### config.mk
export PLATFORM = sky130hd
export DESIGN_NAME = mmio_resp
export DESIGN_NICKNAME = d
export VERILOG_FILES = /design/src/rtl/mmio_resp_pkg.sv /design/src/rtl/mmio_fifo.sv /design/src/rtl/mmio_resp.sv
export SDC_FILE = /design/constraint.sdc
export NUM_CORES = 1
export LEC_CHECK = 0
export BUFFER_PORTS_ARGS = -buffer_cell sky130_fd_sc_hd__clkbuf_2
export CAP_MARGIN = 20
export CORE_AREA = 2 2 157 159
export CTS_CLUSTER_DIAMETER = 120
export CTS_CLUSTER_SIZE = 20
export DETAILED_ROUTE_END_ITERATION = 8
export DIE_AREA = 0 0 159 161
export PLACE_DENSITY = 0.71
export SLEW_MARGIN = 20
export SYNTH_ARGS = -nofsm -noshare
export SYNTH_HDL_FRONTEND = slang
export SYNTH_SLANG_ARGS = --single-unit
export TNS_END_PERCENT = 20
### constraint.sdc
create_clock -name clk -period 9.5 [get_ports clk]
set_input_delay 0.95 -clock clk [delete_from_list [all_inputs] [get_ports clk]]
set_output_delay 0.95 -clock clk [all_outputs]
set_load 0.005 [all_outputs]
### src/rtl/mmio_resp_pkg.sv
// rtl/mmio_resp_pkg.sv - MMIO window register select type and address decode helpers
`ifndef MMIO_RESP_DEFS
`define MMIO_RESP_DEFS
`define DATA_W       32
`define ENABLE_N     1'b0
`define DISABLE_N    1'b1
`define MMIO_CONSOLE 16'h1FFC
`define MMIO_STATUS  16'h1FFD
`define MMIO_CYCLES  16'h1FFE
`define MMIO_HALT    16'h1FFF
`define ST_EMPTY     0
`define ST_FULL      1
`define ST_OVF       2
`define ST_COUNT_LSB 8
`endif

package mmio_resp_pkg;

    typedef enum logic [1:0] {
        REG_CONSOLE = 2'd0,
        REG_STATUS  = 2'd1,
        REG_CYCLES  = 2'd2,
        REG_HALT    = 2'd3
    } reg_sel_e;

    localparam logic [15:0] MMIO_BASE = `MMIO_CONSOLE;

    function automatic logic in_window(input logic [15:0] addr);
        return addr[15:2] == MMIO_BASE[15:2];
    endfunction

    // The window is word-aligned on a 4-word boundary, so the low bits select the register.
    function automatic reg_sel_e decode(input logic [15:0] addr);
        return reg_sel_e'(addr[1:0]);
    endfunction

endpackage

### src/rtl/mmio_fifo.sv
// rtl/mmio_fifo.sv - console FIFO, power-of-two depth, simultaneous push/pop allowed when full
module mmio_fifo #(
    parameter int DEPTH = 8,
    parameter int W     = 32
) (
    input  logic                       clk,
    input  logic                       rst_n,
    input  logic                       push,
    input  logic [W-1:0]               push_data,
    input  logic                       pop,
    output logic [W-1:0]               head,
    output logic                       full,
    output logic                       empty,
    output logic [$clog2(DEPTH):0]     count
);

    localparam int AW = $clog2(DEPTH);
    localparam int CW = AW + 1;

    logic [W-1:0]  mem [DEPTH];
    logic [AW-1:0] wr_ptr;
    logic [AW-1:0] rd_ptr;
    logic [CW-1:0] cnt;
    logic          pop_ok;
    logic          push_ok;

    assign empty   = (cnt == '0);
    assign full    = (cnt == CW'(DEPTH));
    assign pop_ok  = pop && !empty;
    // A pop in the same cycle frees the slot, so a full FIFO can still accept.
    assign push_ok = push && (!full || pop_ok);
    assign head    = mem[rd_ptr];
    assign count   = cnt;

    always_ff @(posedge clk) begin
        if (push_ok) begin
            mem[wr_ptr] <= push_data;
        end
    end

    always_ff @(posedge clk or negedge rst_n) begin
        if (rst_n == `ENABLE_N) begin
            wr_ptr <= '0;
            rd_ptr <= '0;
            cnt    <= '0;
        end else begin
            if (push_ok) begin
                wr_ptr <= wr_ptr + 1'b1;
            end
            if (pop_ok) begin
                rd_ptr <= rd_ptr + 1'b1;
            end
            if (push_ok && !pop_ok) begin
                cnt <= cnt + 1'b1;
            end else if (pop_ok && !push_ok) begin
                cnt <= cnt - 1'b1;
            end
        end
    end

endmodule

### src/rtl/mmio_resp.sv
// rtl/mmio_resp.sv - MMIO responder: console FIFO, status, halt and optional cycle counter (MMIO_CYCLE_CNT_EN)
module mmio_resp
    import mmio_resp_pkg::*;
#(
    parameter int FIFO_DEPTH = 8
) (
    input  logic               clk,
    input  logic               rst_n,
    input  logic [15:0]        a,
    input  logic [`DATA_W-1:0] wd,
    input  logic               we,
    output logic [`DATA_W-1:0] rd,
    output logic               hit,
    output logic [`DATA_W-1:0] out_data,
    output logic               out_valid,
    input  logic               out_ready,
    output logic               halt,
    output logic [`DATA_W-1:0] halt_code
);

    localparam int CW = $clog2(FIFO_DEPTH) + 1;

    reg_sel_e           sel;
    logic               wr_console;
    logic               wr_status;
    logic               wr_halt;
    logic               fifo_push;
    logic               fifo_pop;
    logic               fifo_full;
    logic               fifo_empty;
    logic [CW-1:0]      fifo_count;
    logic               overflow;
    logic [`DATA_W-1:0] status;
    logic [`DATA_W-1:0] cycle_val;

    assign hit        = in_window(a);
    assign sel        = decode(a);
    assign wr_console = we && hit && (sel == REG_CONSOLE);
    assign wr_status  = we && hit && (sel == REG_STATUS);
    assign wr_halt    = we && hit && (sel == REG_HALT);

    assign out_valid  = !fifo_empty;
    assign fifo_pop   = out_valid && out_ready;
    assign fifo_push  = wr_console && !halt && (!fifo_full || fifo_pop);

    mmio_fifo #(
        .DEPTH (FIFO_DEPTH),
        .W     (`DATA_W)
    ) u_fifo (
        .clk       (clk),
        .rst_n     (rst_n),
        .push      (fifo_push),
        .push_data (wd),
        .pop       (fifo_pop),
        .head      (out_data),
        .full      (fifo_full),
        .empty     (fifo_empty),
        .count     (fifo_count)
    );

    // Stores after halt are ignored outright, so they cannot raise overflow either.
    always_ff @(posedge clk or negedge rst_n) begin
        if (rst_n == `ENABLE_N) begin
            overflow <= 1'b0;
        end else if (wr_status) begin
            overflow <= 1'b0;
        end else if (wr_console && !halt && fifo_full && !fifo_pop) begin
            overflow <= 1'b1;
        end
    end

    always_ff @(posedge clk or negedge rst_n) begin
        if (rst_n == `ENABLE_N) begin
            halt      <= 1'b0;
            halt_code <= '0;
        end else if (wr_halt && !halt) begin
            halt      <= 1'b1;
            halt_code <= wd;
        end
    end

`ifdef MMIO_CYCLE_CNT_EN
    logic        wr_cycles;
    logic [31:0] cycles;

    assign wr_cycles = we && hit && (sel == REG_CYCLES);

    always_ff @(posedge clk or negedge rst_n) begin
        if (rst_n == `ENABLE_N) begin
            cycles <= '0;
        end else if (wr_cycles) begin
            cycles <= '0;
        end else if (!halt) begin
            cycles <= cycles + 32'd1;
        end
    end

    assign cycle_val = `DATA_W'(cycles);
`else
    assign cycle_val = '0;
`endif

    always_comb begin
        status                            = '0;
        status[`ST_COUNT_LSB +: CW]       = fifo_count;
        status[`ST_OVF]                   = overflow;
        status[`ST_FULL]                  = fifo_full;
        status[`ST_EMPTY]                 = fifo_empty;
    end

    always_comb begin
        rd = '0;
        if (hit) begin
            case (sel)
                REG_CONSOLE: rd = out_data;
                REG_STATUS:  rd = status;
                REG_CYCLES:  rd = cycle_val;
                REG_HALT:    rd[0] = halt;
                default:     rd = '0;
            endcase
        end
    end

endmodule

==> results.toml <==
[detailed_routing]
via_per_inst = 5.60
drc = 0
first_pass_iters = 5
detail_route.iter0.violations = 353
wirelength_mm = 23.5
final_antenna_net_count = 0
vias = 5875
wire_per_inst_um = 22.4

[worst_setup_path]
critPathMaxStageDelay_ps = 860
crit_arrival_ps = 5520
critPathMaxFanout = 30
path_cells = "clkbuf_2 > or4b_1 > or4_1 > inv_1 > nand3_1 > inv_1 > ha_1 > inv_1 > ha_1 > a21o_1 > a2111oi_0 > o31ai_1"
path_common_cell = "inv_1"
critPathRequiredTime_ps = 9860
crit_path_top_delay_cell = "inv_1"
end_kind = "register"
critPathKind = "in -> reg"
critPathLaunchType = "input pin"

[logic_synthesis]
synth-seq-cells = 300
ys_top_cells_by_count = "edfxtp_1 (256), mux2_2 (67), mux4_2 (64)"
synth_nets = 617
seq_area_frac_synth_pct = 74.5
synth_top_area_cell = "edfxtp_1"
synth_warnings = 0
synth_edf_count = 256
synth_top_area_share_pct = 65.2
synthTopCellsByArea = "edfxtp_1 (65%), mux4_2 (12%), dfrtp_1 (9.3%)"
synth_cells = 559
synth_cell_types = 38
avgSynthCellArea_um2 = 21.1
netlist_area_um2 = 11800
synth.most_common_cell = "edfxtp_1"
ys.flop_type = "edfxtp_1"
async_flop_share_pct = 14.7

[clocking]
cts_made_buffers = 18
cts_resized = 0
clockBufferDepth = 3
cts_tree = "done"
clk_pin_slew_ps = 80
cts_hold_buf = 0
htreeDepth = 1
clk_root_buffer_cell = "clkbuf_16"
cts_setup_buffers = 0
cts.sinks = 300
clock_latency_ps = 500

[power]
max-vdd-ir-drop_mv = 0.130
p_total_w = 0.00308
pwr-share-comb_pct = 25.3
p_leak_nw = 4.95
sw_frac_of_total_pct = 26.7
sequentialPowerShare_pct = 49.8
clkPwrFrac_pct = 24.9
power_density_nw_per_um2 = 227
switchingPower_w = 0.000822
p_int_w = 0.00226

[layout]
syn_to_final_growth_pct = 15.0
nets = 772
multiInputGateArea_um2 = 2920
regArea_um2 = 8790
drive_above_1_share_pct = 45.3
final_util_pct = 56.6
num_antenna_cells = 0
fill_cells = 1810

[global_routing]
use_met3_pct = 2.31
grt_overflow = 0
use_met2_pct = 33.2
grt_pass1_vias = 6352
globalRouteTotalUtil_pct = 18.4
grt_pass1_wl_mm = 36.3
grt_max_degree = 67
antenna_found_initial = 0
grtUsageMet1_pct = 24.3
grt_busiest_layer = "met2"

[die]
dieArea_um2 = 25600
coreArea_um2 = 24000
die_w_um = 159
fp-row-count = 57
pin_count = 151
die_h_um = 161
start_util_pct = 49.2

[placed_design]
placement.io_buffers = 150
gp_congestion = 0.711
dp_hpwl_mm = 14.0

[timing]
finalClockSkew_ps = 10.6
min_period_ps = 5170
hold_viol = 0
fmax_mhz = 194
finalSetupTns_ps = 0
fin_crit_sh_pct = 54.4
slew_violations = 0
rsz0062_at_grt = "no"
setup_viol = 0
maxSlewHeadroom_pct = 25.9
tightestPinTransition_ps = 1110

[flow_run]
cap_violations = 0

[outcome]
outcome = "complete, no violations"

[min_path]
hold_path_class = "reg -> reg"
## area by class of cell
| cell class | instances | share of cell area [%] |
|---|---|---|
| clock buffer | 32 | 3.86 |
| inverter | 4 | 0.111 |
| multi-input combinational | 226 | 21.5 |
| sequential | 300 | 64.8 |
| tap | 324 | 2.99 |
| timing repair buffer | 164 | 6.69 |
## flip-flops by register name, summed over array words and instances, names as in the netlist
register,count
u_fifo.count,4
u_fifo.mem,256
overflow,1
u_fifo.wr_ptr,3
halt_code,32
halt,1
u_fifo.rd_ptr,3
## worst paths after layout
path	startpoint	endpoint	slack, ps	cells after the start
setup / recovery	a[13]	u_fifo.count[3]$_DFFE_PN0P_	4330	12
hold / removal	halt_code[10]$_DFFE_PN0P_	halt_code[10]$_DFFE_PN0P_	510	1
setup reg to reg	halt$_DFFE_PN0P_	u_fifo.count[3]$_DFFE_PN0P_	6090	10
hold reg to reg	halt_code[10]$_DFFE_PN0P_	halt_code[10]$_DFFE_PN0P_	510	1
max in group asynchronous	rst_n	u_fifo.rd_ptr[0]$_DFFE_PN0N_	8440	2
min in group asynchronous	rst_n	halt_code[1]$_DFFE_PN0P_	560	2
## stage by stage
step / instances / hold slack [ps] / area, µm² / worst slack [ps]
floorplan: 559 / 492 / 11800 / 3580
global placement: 1015 / 489 / 13000 / 4210
detailed placement: 1015 / 496 / 13000 / 3940
CTS: 1047 / 513 / 13500 / 4430
global route: 1050 / 534 / 13600 / 4210
finish: 1050 / 513 / 13600 / 4330
## critical path, delay by kind of cell
kind	cells	cell delay [ps]
adder cells (fa/ha/maj)	2	580
AO/OA/AOI/OAI	3	890
buffers and inverters	4	1340
AND/OR/NAND/NOR	3	1770
## layout by cell type (no fill, tap or decap), types with 4 or more instances in the layout
cell | synthesis | routed
edfxtp_1 | 256 | 256
clkbuf_2 | 1 | 150
mux2_2 | 67 | 67
mux4_2 | 64 | 64
dfrtp_1 | 44 | 41
and3_1 | 25 | 25
clkbuf_16 | 0 | 19
clkbuf_1 | 17 | 13
buf_4 | 0 | 11
nand2_1 | 8 | 8
xnor2_1 | 6 | 6
nor3_1 | 9 | 5
a22o_1 | 5 | 5
ha_1 | 5 | 5
nand4_1 | 4 | 4
inv_1 | 4 | 4
nor3_4 | 1 | 4
## power groups by stage
stage | combinational (W) | sequential (W) | clock (W)
after floorplan | 0.000593 | 0.00149 | 0
after global placement | 0.000778 | 0.00157 | 0
after detailed placement | 0.000793 | 0.00157 | 0
after CTS | 0.000797 | 0.00154 | 0.000789
after global routing | 0.000841 | 0.00155 | 0.000839
final | 0.000780 | 0.00153 | 0.000768
## kinds of logic after synthesis
kind of cell,Yosys count,synth area share (%)
fa+ha+maj,6,0.700
compound gates,17,1.03
xor+xnor,6,0.446
flops,300,74.5
buf+inv,33,1.32
simple gates,65,3.30
mux,132,18.7
## per-layer routing
metal,routed length (µm),vias to the layer above
met5,0,-
met4,386,0
met3,899,28
met2,12100,158
met1,10100,3086
li1,-,2603
Power figures use the tool's default switching activity.
